$ cat src/rtl/mbist_mem_arb.sv
// Round-robin arbiter sharing one MBIST SRAM port between the wishbone host
// and the BIST engine, with burst lock, bounded-hold preemption and read routing.
module mbist_mem_arb #(
  parameter int BIST_NO_SRAM = 4,
  parameter int BIST_ADDR_WD = 9,
  parameter int BIST_DATA_WD = 32,
  parameter int HOLD_MAX     = 16,
  localparam int CSW         = (BIST_NO_SRAM + 1) / 2
) (
  input  logic                    wb_clk_i,
  input  logic                    rst_n,
  input  logic                    hst_req,
  input  logic                    hst_lock,
  input  logic [CSW-1:0]          hst_cs,
  input  logic [BIST_ADDR_WD-1:0] hst_addr,
  input  logic                    hst_we,
  input  logic [3:0]              hst_wmask,
  input  logic [BIST_DATA_WD-1:0] hst_wdata,
  input  logic                    bst_req,
  input  logic                    bst_lock,
  input  logic [CSW-1:0]          bst_cs,
  input  logic [BIST_ADDR_WD-1:0] bst_addr,
  input  logic                    bst_we,
  input  logic [3:0]              bst_wmask,
  input  logic [BIST_DATA_WD-1:0] bst_wdata,
  output logic                    hst_gnt,
  output logic                    bst_gnt,
  output logic                    hst_rvalid,
  output logic                    bst_rvalid,
  output logic [BIST_DATA_WD-1:0] rdata,
  output logic                    mem_req,
  output logic [CSW-1:0]          mem_cs,
  output logic [BIST_ADDR_WD-1:0] mem_addr,
  output logic                    mem_we,
  output logic [3:0]              mem_wmask,
  output logic [BIST_DATA_WD-1:0] mem_wdata,
  input  logic [BIST_DATA_WD-1:0] mem_rdata
);

  // Encoding chosen so each grant is a plain state flop bit (glitch-free outputs).
  typedef enum logic [1:0] {
    IDLE    = 2'b00,
    GNT_HST = 2'b01,
    GNT_BST = 2'b10
  } state_t;

  localparam logic [7:0] HOLD_LAST = 8'(HOLD_MAX - 1);

  state_t     state_reg;
  logic       last_bst_reg;
  logic [7:0] hold_cnt_reg;
  logic       tag0_vld_reg, tag0_bst_reg;
  logic       tag1_vld_reg, tag1_bst_reg;

  logic   own_hst, own_bst;
  logic   x_req, x_lock, y_req, preempt;
  state_t other_state;

  assign own_hst     = state_reg[0];
  assign own_bst     = state_reg[1];
  assign x_req       = own_hst ? hst_req  : bst_req;
  assign x_lock      = own_hst ? hst_lock : bst_lock;
  assign y_req       = own_hst ? bst_req  : hst_req;
  assign other_state = own_hst ? GNT_BST  : GNT_HST;
  assign preempt     = y_req && !x_lock && (HOLD_MAX != 0) && (hold_cnt_reg == HOLD_LAST);

  assign hst_gnt = own_hst;
  assign bst_gnt = own_bst;

  always_ff @(posedge wb_clk_i or negedge rst_n) begin
    if (!rst_n) begin
      state_reg    <= IDLE;
      last_bst_reg <= 1'b1;
      hold_cnt_reg <= 8'd0;
    end else begin
      case (state_reg)
        IDLE: begin
          hold_cnt_reg <= 8'd0;
          if (hst_req && (!bst_req || last_bst_reg))
            state_reg <= GNT_HST;
          else if (bst_req)
            state_reg <= GNT_BST;
        end
        GNT_HST, GNT_BST: begin
          if (!x_req && !x_lock) begin
            state_reg    <= y_req ? other_state : IDLE;
            last_bst_reg <= own_bst;
            hold_cnt_reg <= 8'd0;
          end else if (x_lock || !y_req) begin
            hold_cnt_reg <= 8'd0;
          end else if (preempt) begin
            state_reg    <= other_state;
            last_bst_reg <= own_bst;
            hold_cnt_reg <= 8'd0;
          end else if (hold_cnt_reg != 8'hFF) begin
            hold_cnt_reg <= hold_cnt_reg + 8'd1;
          end
        end
        default: state_reg <= IDLE;
      endcase
    end
  end

  always_comb begin
    mem_req   = 1'b0;
    mem_cs    = '0;
    mem_addr  = '0;
    mem_we    = 1'b0;
    mem_wmask = '0;
    mem_wdata = '0;
    if (own_hst) begin
      mem_req   = hst_req;
      mem_cs    = hst_cs;
      mem_addr  = hst_addr;
      mem_we    = hst_we;
      mem_wmask = hst_wmask;
      mem_wdata = hst_wdata;
    end else if (own_bst) begin
      mem_req   = bst_req;
      mem_cs    = bst_cs;
      mem_addr  = bst_addr;
      mem_we    = bst_we;
      mem_wmask = bst_wmask;
      mem_wdata = bst_wdata;
    end
  end

  // Tags travel with the read, so a grant change never reroutes data in flight.
  always_ff @(posedge wb_clk_i or negedge rst_n) begin
    if (!rst_n) begin
      tag0_vld_reg <= 1'b0;
      tag0_bst_reg <= 1'b0;
      tag1_vld_reg <= 1'b0;
      tag1_bst_reg <= 1'b0;
    end else begin
      tag0_vld_reg <= mem_req & ~mem_we;
      tag0_bst_reg <= own_bst;
      tag1_vld_reg <= tag0_vld_reg;
      tag1_bst_reg <= tag0_bst_reg;
    end
  end

  assign hst_rvalid = tag1_vld_reg & ~tag1_bst_reg;
  assign bst_rvalid = tag1_vld_reg &  tag1_bst_reg;
  assign rdata      = mem_rdata;

endmodule

$ cat config.mk
export PLATFORM = sky130hd
export DESIGN_NAME = mbist_mem_arb
export DESIGN_NICKNAME = d
export VERILOG_FILES = /design/src/rtl/mbist_mem_arb.sv
export SDC_FILE = /design/constraint.sdc
export NUM_CORES = 1
export LEC_CHECK = 0
export CORE_AREA = 2 2 86 88
export CTS_CLUSTER_DIAMETER = 100
export DETAILED_ROUTE_END_ITERATION = 10
export DIE_AREA = 0 0 88 90
export PLACE_DENSITY = 0.76
export SYNTH_ARGS = -nofsm -noshare
export SYNTH_HDL_FRONTEND = slang
export SYNTH_SLANG_ARGS = --single-unit
$ cat constraint.sdc
create_clock -name wb_clk_i -period 2.38 [get_ports wb_clk_i]
set_clock_uncertainty 0.15 [all_clocks]
set_input_delay 0.595 -clock wb_clk_i [delete_from_list [all_inputs] [get_ports wb_clk_i]]
set_output_delay 0.595 -clock wb_clk_i [all_outputs]
set_load 0.02 [all_outputs]
==> flow_summary.json <==
{
  "start_util_pct": 22.62,
  "drive_above_1_share_pct": 11.75,
  "seqPwrFrac_pct": 12.8,
  "drt_first_iter_violations": 63,
  "drtAntennaViolNets": 0,
  "rsz0062_at_grt": "no",
  "slowest_delay_ns": 0.52,
  "syn_to_final_growth_pct": 91.02,
  "cp_slowest_cell": "clkdlybuf4s50_1",
  "relSlewSlack_pct": 55.38,
  "clockPowerShare_pct": 7.5,
  "maxCapViolations": 0,
  "antenna_found_initial": 0,
  "htree_levels": 1,
  "intPower_w": 0.001430,
  "routabilityCongestion": 0.8063,
  "grtUsageTotal_pct": 17.42,
  "seq_area_frac_synth_pct": 23.72,
  "crit_buf_inv": 2,
  "min_path_cells": 0,
  "io_buffers": 154,
  "cts_tree": "done",
  "crit_arrival_ns": 1.60,
  "via_per_inst": 4.732,
  "cts_buffers": 3,
  "powerDensity_nw_per_um2": 919.9,
  "hold_viol": 0,
  "ctsHoldBuffers": 0,
  "crit_cells": 3,
  "antennaDiodeCount": 0,
  "clkTransAtPathRegs_ns": 0.06,
  "pwr-share-comb_pct": 79.7,
  "worst-slew-pin-transition_ns": 0.6673,
  "crit_family": "buffers and inverters",
  "num-nets-final": 453,
  "yosys_warnings": 0,
  "endpoint_kind": "primary output",
  "whs_ns": 0.1997,
  "synth.cell_area_um2": 1588,
  "worstPathRequired_ns": 1.63,
  "largest_reg_flops": 8,
  "routed_wl_mm": 7.218,
  "num_rows": 31,
  "setup_viol": 0,
  "fin_crit_sh_pct": 98.55,
  "ir_worst_vdd_mv": 0.3360,
  "synth.lib_cells_used.distinct": 34,
  "die_h_um": 90,
  "hpwlAfterDp_mm": 6.245,
  "netSwitchingPower_w": 0.001360,
  "grt_pass1_wl_mm": 10.41,
  "stdcell_area_um2": 3033,
  "leakage_nw": 1.306,
  "synth-async-reset-ratio_pct": 100.0,
  "cts_setup_buffers": 0,
  "grt-ovfl-total": 0,
  "postSynthCellCount": 195,
  "status": "finished, final reports clean",
  "ys.flop_type": "dfrtp_1",
  "clock_path_buffers": 2,
  "drv_slew": 0,
  "crit_fanout": 2,
  "p_sw_share_pct": 48.73,
  "worstSetupPathType": "in2out",
  "holdCritPathClass": "reg2reg",
  "firstDrtPassIters": 4,
  "dr_total_vias": 1959,
  "max_freq_ghz": 0.4263,
  "synth_edf_count": 0,
  "grt_max_degree": 42,
  "die-area_um2": 7920,
  "startpoint_type": "input port",
  "ys_ff_latch": 15,
  "worstSkewPairLatency_ns": 0.25,
  "preCtsSetupSlack_ns": -0.4367,
  "coreArea_um2": 7020,
  "clock_sinks": 15,
  "grt_pass1_vias": 1908,
  "ios": 219,
  "drc": 0,
  "clockRootBuffer": "clkbuf_8",
  "crit_path_cell_trace": "clkdlybuf4s50_1, a22o_1, clkdlybuf4s15_1",
  "synth_area_per_cell_um2": 8.142,
  "wl_per_cell_um": 17.43,
  "placed_cell_area_um2": 3052,
  "die_w_um": 88,
  "layout_setup_ws_ns": 0.03449,
  "syn_nets": 332,
  "period_needed_ns": 2.346,
  "ff2ff_path_depth": 7
}
worst register-to-register path: cells and delay by family (launching register included):
| kind | cells | cell delay (ns) |
|---|---|---|
| AO/OA/AOI/OAI | 3 | 0.64 |
| flip-flops | 1 | 0.42 |
| adder cells (fa/ha/maj) | 1 | 0.39 |
| buffers and inverters | 2 | 0.30 |
| AND/OR/NAND/NOR | 1 | 0.14 |
final timing paths:
kind                              start         endpoint  slack, ns
setup / recovery                 bst_we           mem_we       0.03
hold / removal             tag0_vld_reg     tag1_vld_reg       0.20
setup reg to reg           state_reg[0]  hold_cnt_reg[5]       0.26
hold reg to reg            tag0_vld_reg     tag1_vld_reg       0.20
max in group asynchronous         rst_n     state_reg[0]       1.01
min in group asynchronous         rst_n  hold_cnt_reg[6]       0.60
power by group through the flow:
| stage | Sequential (W) | Combinational (W) | Clock, W |
|---|---|---|---|
| final | 0.000357 | 0.00222 | 0.000209 |
| after global routing | 0.000364 | 0.00238 | 0.000226 |
| after global placement | 0.000360 | 0.00244 | 0 |
| after detailed placement | 0.000362 | 0.00246 | 0 |
| after CTS | 0.000357 | 0.00223 | 0.000209 |
| after floorplan | 0.000378 | 0.00133 | 0 |
cells in the final DEF, fill, tap and decap left out, drive strengths merged, types with 2 or more instances in the layout:
cell	n
clkdlybuf4s50	104
a22o	47
clkdlybuf4s15	21
nand2	17
clkbuf	15
dlygate4sd2	14
a21oi	14
dfrtp	14
o21ai	13
nor2	11
buf	10
inv	4
nand3	4
ha	3
nor2b	2
nand4	2
mux2i	2
and3	2
layer usage:
metal	wire length [um]	vias up	GRT usage [%]
met1	2284	900	17.23
met2	4216	122	35.10
met4	55	0	3.205
met3	661	4	4.500
li1	-	933	-
met5	0	-	0
synthesized netlist by cell type (2+ instances only):
master	n	area, um2
nand4_1	2	12.51
a21oi_1	13	65.06
buf_2	8	40.04
o21ai_1	2	10.01
clkbuf_1	4	15.01
buf_1	2	7.510
ha_1	3	37.54
nor2_1	11	41.29
buf_4	32	240.2
nor2b_1	2	12.51
dfrtp_1	14	350.3
a22o_1	47	411.6
inv_1	4	15.01
nand3_1	4	20.02
nand2_1	17	63.81
o21ai_0	11	55.05
mux2i_1	2	20.02
area by class of cell:
type | instances | area [um2]
fillers | 699 | 3988
repair buffers | 162 | 1560
multi-input cells | 130 | 909.6
flip-flops and latches | 15 | 377.9
well taps | 99 | 123.9
clock buffers | 3 | 41.29
inverters | 4 | 15.01
clock inverters | 1 | 5.005
what timing repair did:
item                                   CTS  global route
gates resized for setup                 50            47
setup endpoints to repair               47            25
endpoints found under the hold margin    0             0
pin swaps                                0             1
cell families after synthesis:
kind of cell	after synthesis	synth area share (%)
mux	3	2.206
compound gates	79	37.51
simple gates	45	14.19
buf+inv	50	20.02
fa+ha+maj	3	2.364
flops	15	23.72
metrics by stage:
step / utilization, % / std cells / power [W] / TNS, ns
global route: 43.20 / 414 / 0.002968 / 0
CTS: 43.34 / 414 / 0.002801 / -0.08146
finish: 43.20 / 414 / 0.002790 / 0
floorplan: - / 195 / 0.001711 / 0
detailed placement: 43.47 / 410 / 0.002820 / -8.592
global placement: 43.47 / 410 / 0.002796 / -8.359
Note: power is estimated with default switching activity, not from simulation.
